--- src/rtl/row_render.sv ---
// row_render: paints one scanline as a wall span centred on CENTRE, flanked by sky (left) and floor (right).
// Latency: o_rgb is registered, one clock after hpos; o_tex_u/o_tex_v are combinational from internal state.
// Backpressure: none; the block free-runs on the pixel clock and restarts its per-line work on every hmax.
//
// Ports:
//   clk, reset        pixel clock, synchronous active-high reset
//   hpos, visible     beam position and active-area flag
//   hmax              last clock of the line; i_side/i_size/i_tex_u are captured on it
//   i_texel           texture ROM data for (o_tex_u, o_tex_v), same cycle
//   o_tex_u, o_tex_v  texture ROM address
//   o_rgb             registered pixel colour {R[1:0],G[1:0],B[1:0]}
//
// Build option: define ROW_RENDER_TEXTURE_EN to include the step divider, the texture
// accumulator and the texel path. Without it, wall pixels use the flat side colours and
// the ROM address outputs are held at zero.

module row_render #(
    parameter logic [9:0] CENTRE    = 10'd320,
    parameter logic [9:0] SEED_COL  = 10'd24,
    parameter logic [5:0] SKY_RGB   = 6'b00_00_01,
    parameter logic [5:0] FLOOR_RGB = 6'b01_01_01,
    parameter logic [5:0] WALL0_RGB = 6'b11_00_00,
    parameter logic [5:0] WALL1_RGB = 6'b01_00_00
) (
    input  logic        clk,
    input  logic        reset,
    input  logic [9:0]  hpos,
    input  logic        visible,
    input  logic        hmax,
    input  logic        i_side,
    input  logic [10:0] i_size,
    input  logic [5:0]  i_tex_u,
    input  logic [5:0]  i_texel,
    output logic [5:0]  o_tex_u,
    output logic [5:0]  o_tex_v,
    output logic [5:0]  o_rgb
);

`ifdef ROW_RENDER_TEXTURE_EN
    localparam logic [1:0] S_IDLE = 2'd0;
    localparam logic [1:0] S_DIV  = 2'd1;
    localparam logic [1:0] S_SEED = 2'd2;
    localparam logic [1:0] S_RUN  = 2'd3;
`else
    localparam logic [1:0] S_IDLE = 2'd0;
    localparam logic [1:0] S_WALL = 2'd1;
`endif

    logic [1:0]  state;
    logic        side;
    logic [10:0] size;
    logic [5:0]  u;

    // Span geometry in 12-bit signed so that very wide walls give a negative left edge
    // and a right edge beyond the screen; clipping then falls out of the compares.
    logic signed [11:0] hp;
    logic signed [11:0] left;
    logic signed [11:0] right;
    logic               in_sky;
    logic               in_wall;
    logic [5:0]         wall_rgb;

    assign hp      = $signed({2'b00, hpos});
    assign left    = $signed({2'b00, CENTRE}) - $signed({2'b00, size[10:1]});
    assign right   = left + $signed({1'b0, size});
    assign in_sky  = hp < left;
    assign in_wall = (state != S_IDLE) && !in_sky && (hp < right);

`ifdef ROW_RENDER_TEXTURE_EN
    // step = floor(65536 / size) as UQ7.10, built MSB first by restoring division.
    // The dividend is a single 1 followed by sixteen 0s, so its bit is (cnt == 16).
    logic [16:0] step;
    logic [11:0] rem;
    logic [4:0]  cnt;
    logic [15:0] acc;
    logic [11:0] r_sh;
    logic [11:0] r_diff;
    logic        r_ge;
    logic [15:0] s16;
    logic [15:0] seed;
    logic        at_seed;
    logic        run_now;
    logic [15:0] acc_cur;
    logic        unused_tex;

    assign r_sh   = {rem[10:0], (cnt == 5'd16)};
    assign r_diff = r_sh - {1'b0, size};
    assign r_ge   = r_sh >= {1'b0, size};

    // acc wraps modulo 64.0, so only step[15:0] matters for both the seed and the add.
    // seed = 32.0 - 296*step, with 296 = 256 + 32 + 8.
    assign s16  = step[15:0];
    assign seed = 16'h8000 - {s16[7:0], 8'h00} - {s16[10:0], 5'h00} - {s16[12:0], 3'h0};

    // The seed column itself is already textured: on that cycle the seed value addresses
    // the ROM directly, and acc is loaded one step ahead so that in RUN it always holds
    // the value for the current column (acc = 32.0 exactly at CENTRE).
    assign at_seed = (hpos == SEED_COL);
    assign run_now = (state == S_RUN) || ((state == S_SEED) && at_seed);
    assign acc_cur = (state == S_SEED) ? seed : acc;
    assign o_tex_u = u;
    assign o_tex_v = run_now ? acc_cur[15:10] : 6'd0;

    always_comb begin
        wall_rgb = side ? WALL1_RGB : WALL0_RGB;
        if (run_now) begin
            wall_rgb = side ? {1'b0, i_texel[5], 1'b0, i_texel[3], 1'b0, i_texel[1]} : i_texel;
        end
    end

    assign unused_tex = &{1'b0, step[16], rem[11]};

    always_ff @(posedge clk) begin
        if (reset) begin
            state <= S_IDLE;
            side  <= 1'b0;
            size  <= 11'd0;
            u     <= 6'd0;
            step  <= 17'd0;
            rem   <= 12'd0;
            cnt   <= 5'd0;
            acc   <= 16'd0;
        end else if (hmax) begin
            side  <= i_side;
            size  <= i_size;
            u     <= i_tex_u;
            step  <= 17'd0;
            rem   <= 12'd0;
            cnt   <= 5'd16;
            state <= (i_size != 11'd0) ? S_DIV : S_IDLE;
        end else begin
            case (state)
                S_DIV: begin
                    step <= {step[15:0], r_ge};
                    rem  <= r_ge ? r_diff : r_sh;
                    if (cnt == 5'd0) begin
                        state <= S_SEED;
                    end else begin
                        cnt <= cnt - 5'd1;
                    end
                end
                S_SEED: begin
                    if (at_seed) begin
                        acc   <= seed + s16;
                        state <= S_RUN;
                    end
                end
                S_RUN: begin
                    acc <= acc + s16;
                end
                default: begin
                end
            endcase
        end
    end
`else
    logic unused_flat;

    assign o_tex_u     = 6'd0;
    assign o_tex_v     = 6'd0;
    assign wall_rgb    = side ? WALL1_RGB : WALL0_RGB;
    assign unused_flat = &{1'b0, u, i_texel};

    always_ff @(posedge clk) begin
        if (reset) begin
            state <= S_IDLE;
            side  <= 1'b0;
            size  <= 11'd0;
            u     <= 6'd0;
        end else if (hmax) begin
            side  <= i_side;
            size  <= i_size;
            u     <= i_tex_u;
            state <= (i_size != 11'd0) ? S_WALL : S_IDLE;
        end
    end
`endif

    always_ff @(posedge clk) begin
        if (reset) begin
            o_rgb <= 6'd0;
        end else if (!visible) begin
            o_rgb <= 6'd0;
        end else if (in_sky) begin
            o_rgb <= SKY_RGB;
        end else if (!in_wall) begin
            o_rgb <= FLOOR_RGB;
        end else begin
            o_rgb <= wall_rgb;
        end
    end

endmodule

--- config.mk ---
export PLATFORM = sky130hd
export DESIGN_NAME = row_render
export DESIGN_NICKNAME = d
export VERILOG_FILES = /design/src/rtl/row_render.sv
export SDC_FILE = /design/constraint.sdc
export NUM_CORES = 1
export LEC_CHECK = 0
export CAP_MARGIN = 20
export CORE_MARGIN = 2
export CORE_UTILIZATION = 40
export CTS_BUF_LIST = sky130_fd_sc_hd__clkbuf_16
export DETAILED_ROUTE_END_ITERATION = 16
export GPL_ROUTABILITY_DRIVEN = 0
export GPL_TIMING_DRIVEN = 1
export PLACE_DENSITY = 0.73
export SETUP_SLACK_MARGIN = 0.4
export SKIP_CTS_REPAIR_TIMING = 1
export SYNTH_ARGS = -nofsm -noshare
export SYNTH_HDL_FRONTEND = slang
export SYNTH_SLANG_ARGS = --single-unit
--- constraint.sdc ---
create_clock -name clk -period 4.9 [get_ports clk]
set_clock_uncertainty 0.05 [all_clocks]
set_input_delay 0.98 -clock clk [delete_from_list [all_inputs] [get_ports clk]]
set_output_delay 0.98 -clock clk [all_outputs]
set_load 0.05 [all_outputs]
# After elaboration in Yosys (flattened, before gate mapping)

Cells that the tools add are included.
Widths: inputs -> output; s select.

Muxes and demuxes: 4
Add/subtract/negate cells: 2
Reductions and logical operators: 8
Bitwise gates (word level): 2
Order comparisons: 2

Operator list:

| cell                  | number |
|---|---|
| $add 11x12->12        | 1 |
| $lt 11x12->1          | 1 |
| $lt 11x11->1          | 1 |
| $reduce_bool 11->1    | 1 |
| $sub 9x10->11 const A | 1 |
| $mux 6                | 1 |
| $mux 5                | 1 |
| $reduce_or 4->1       | 1 |
| $reduce_or 3->1       | 1 |
| $logic_and 1x1->1     | 2 |
| $mux 1                | 2 |
| $not 1->1             | 2 |
| $reduce_bool 2->1     | 1 |
| $reduce_or 2->1       | 1 |
| $logic_not 1->1       | 1 |

Register bits after elaboration: 20
Word-level logic and storage cells: 24
Output and inout bits: 18
Input port bits: 38

# Depth between registers and ports, before layout

Word-level depth: 7
Depth in mapped cells: 17
Gate-level depth less buffers: 17

# Worst setup path after synthesis

OpenSTA, ideal clock, no wires.

Path kind: register to register
Start point: register size[1]
End point: register o_rgb[5]
Arrival: 3.382 ns
Required time: 4.789 ns
Setup time: 0.061 ns
Clock period less this slack: 3.493 ns
Buffers on the path: 0
Path slack: 1.407 ns
Stages on the path, launching flop included: 18
Cell sequence: dfxtp_1 > inv_1 > ha_1 > xnor2_1 > ha_1 > a21o_2 > a221oi_1 > a22oi_2 > a31oi_1 > o21ai_0 > xnor2_1 > ha_1 > nor3_1 > o21ai_0 > a21oi_1 > nor3_1 > mux2i_1 > and4bb_2

Cells in the longest elaborated chain, start to end: 7

Ends and longest elaborated chain:

| what                                                                   | line | RTL |
|---|---|---|
| start, declared                                                        | 51   | `logic [10:0] size;` |
| start signal, assigned                                                 | 172  | `size <= i_size;` |
| parallel branches: the longest is 6 deep, another holds $add 11x12->12 | --   |  |
| $reduce_or 4->1 (no source line) (*)                                   | --   |  |
| end signal, assigned                                                   | 189  | `o_rgb <= wall_rgb;` |
| end, declared                                                          | 36   | `output logic [5:0] o_rgb` |

Mark *: on every way between the ends.
A chain may end at the register's enable or synchronous reset.

# Worst setup path after layout

Same ends and word-level chain as after synthesis.

==> out/results.ini <==
[place]
port-buffer-count=29
place_ws_ns=0.854
hpwlAfterDp_um=3260
placed_cell_area_um2=2130
placed_cells=295

[critical_path]
max_stage_delay_ns=0.47
critPathCaptureType=flop
critPathKind=reg -> reg
cp_max_fo=8
cp.required_ns=5.04
rrSetupSlack_ns=0.87
arrival_ns=4.17
path_common_cell=ha_1
critPathSlowestCell=dfxtp_1
reg2reg_to=o_rgb[5]$_SDFF_PP0_
worst_path_dominant_cell_family=compound AO/OA/AOI/OAI gates
r2r_cells=17
rr_startpoint=size[1]$_SDFFE_PP0P_
crit_chain=inv_1 > ha_1 > xnor2_1 > ha_1 > a21o_2 > a221oi_1 > a22oi_2 > a31oi_1 > o21ai_0 > xnor2_1 > ha_1 > nor3_1 > o21ai_0 > a21oi_1 > nor3_1 > mux2i_1 > and4bb_2
critPathBufInv=1
crit_start=size[1]$_SDFFE_PP0P_
start_kind=flop

[clock_tree]
numCtsBuffers=3
worstSkewPairLatency_ns=0.24
clk_pin_slew_ns=0.05
ctsRootBufferMaster=clkbuf_16
cts_tree=done
clock_path_buffers=2
cts_sinks=17
htree_levels=1

[grt]
grt_util_all_layers_pct=15.5
antenna_found_initial=0
grt_pass1_vias=1532
grt_pass1_wl_um=6560
grt_max_degree=15
grt-ovfl-total=0

[worst_hold_path]
min_from=state[0]$_SDFFE_PP0P_
hold_end=o_rgb[0]$_SDFF_PP0_
hp-class=reg -> reg
hold_depth=1

[timing]
finalSetupViolCount=0
max_slew.worst_pin.slew_ns=0.760
hold_slack_ns=0.462
maxSlewViolCount=0
fmax_ghz=0.248
period_share_pct=82.3
fin_ws_ns=0.867
relSlewSlack_pct=49.2
tns_ns=0
hold_viol_final=0
rsz0062_at_grt=no
layout_min_cycle_time_ns=4.03

[route]
viasPerCell=5.28
drt_first_pass_iters=5
vias=1578
dr.first_iter.drc_count=34
wire_per_inst_um=13.0
drtAntennaViolNets=0
drc=0
finalWirelength_um=3890

[layout]
areaGrowthSynthToFinish_pct=19.4
utilization_pct=50.1
drive_gt1_share_pct=6.07
instances_no_fill=299
final_area_um2=2210
final_nets=318
diodes=0

[pwr]
power.density_nw_per_um2=272
leakage_nw=1.04
p_total_mw=0.603
ir_drop_v=0.000103

[logic_synthesis]
ys_warn_count=0
syn_area_per_cell_um2=8.47
synth-edff-count=0
synth_area_um2=1850
ys_seq_elements=17
synth_top_cell_by_area=ha_1
ys_top_cells_by_area=ha_1 22%, dfxtp_1 18%, mux2i_1 7.0%
synthArstFlopShare_pct=0
synth-main-ff-cell=dfxtp_1
synthCells=219
netlist.area_leader.share_pct=21.6
ys_seq_area_share_pct=18.4
synth_cell_types=43

[floorplanning]
start_util_pct=42.0
die_w_um=72.1
rows=24
core_um2=4410
ios=56
die-area_um2=5200
die-height_um=72.1

[flow_run]
maxCapViolCount=0

[run_status]
status=completed

==> cells by family (layout without fill, tap and decap cells) <==
group / Yosys count / in the layout / share of synthesized area [%]
xor gates and xnor gates: 21 / 21 / 9.92
muxes: 15 / 15 / 8.43
other: 1 / 14 / 0.202
and+or+nand+nor: 52 / 52 / 14.1
DFF: 17 / 17 / 18.4
adders and majority gates: 32 / 32 / 21.6
AOI/OAI and AO/OA: 47 / 47 / 17.5
buffers and inverters: 34 / 49 / 9.92
==> routing by layer <==
layer  wire length, um  vias up  GRT usage [%]
li1                  -      809              -
met1              1730      720           18.7
met2              1990       45           28.6
met3               138        4           2.92
met4                29        0           2.73
met5                 0        -              0
==> worst max-delay path by stage <==
stage,end,slack (ns),cells past startpoint
6_report,o_rgb[5]$_SDFF_PP0_,0.87,17
5_1_grt,o_rgb[5]$_SDFF_PP0_,0.56,17
4_1_cts,o_rgb[5]$_SDFF_PP0_,0.83,17
3_5_place_dp,o_rgb[5]$_SDFF_PP0_,0.85,17
3_3_place_gp,o_rgb[5]$_SDFF_PP0_,0.91,17
2_1_floorplan,o_rgb[5]$_SDFF_PP0_,1.41,17
==> report_power, final <==
group | switching (mW) | total, mW | leakage [nW] | internal (mW)
combinational | 0.162 | 0.285 | 0.854 | 0.123
clock | 0.0503 | 0.158 | 0.0423 | 0.108
sequential | 0.0120 | 0.159 | 0.140 | 0.147
==> final cells by class <==
class                           instances  area (um^2)
Clock buffer                            3         75.1
Clock inverter                          1         3.75
Fill cell                             422         2200
Inverter                               16         60.1
Multi-Input combinational cell        181         1380
Sequential cell                        17          340
Tap cell                               52         65.1
Timing Repair Buffer                   29          290
==> registers in the layout, summed over array words and instances (netlist names) <==
signal / cells
size: 11
o_rgb: 4
side: 1
state: 1
==> Yosys cell counts, types with 3 or more instances <==
library cell  number
a211oi_1           3
o21ai_0            9
nor4_1             3
and3_2             3
nand4_1            3
a21oi_1            8
inv_1             16
mux2i_1           13
xor2_1             7
a31oi_1            7
nor2_1            20
nand2_1            9
a21o_1             4
xnor2_1           14
buf_4             15
ha_1              32
nor3_1             4
dfxtp_1           17
==> layout by cell type, fill, tap and decap left out, types with 7 or more instances in the layout <==
master / Yosys / layout
a21oi_1: 8 / 8
a31oi_1: 7 / 7
clkdlybuf4s50_1: 0 / 29
conb_1: 1 / 14
dfxtp_1: 17 / 17
ha_1: 32 / 32
inv_1: 16 / 17
mux2i_1: 13 / 13
nand2_1: 9 / 9
nor2_1: 20 / 20
o21ai_0: 9 / 9
xnor2_1: 14 / 14
xor2_1: 7 / 7
==> worst register-to-register path, stage by stage, from the launching register on <==
cell and delay, ns:
dfxtp_1 0.47, inv_1 0.13, ha_1 0.25, xnor2_1 0.24, ha_1 0.35, a21o_2 0.23, a221oi_1 0.32, a22oi_2 0.13
a31oi_1 0.26, o21ai_0 0.15, xnor2_1 0.15, ha_1 0.20, nor3_1 0.12, o21ai_0 0.11, a21oi_1 0.19, nor3_1 0.07
mux2i_1 0.30, and4bb_2 0.27
No activity file was read; power rests on OpenSTA's default activity.
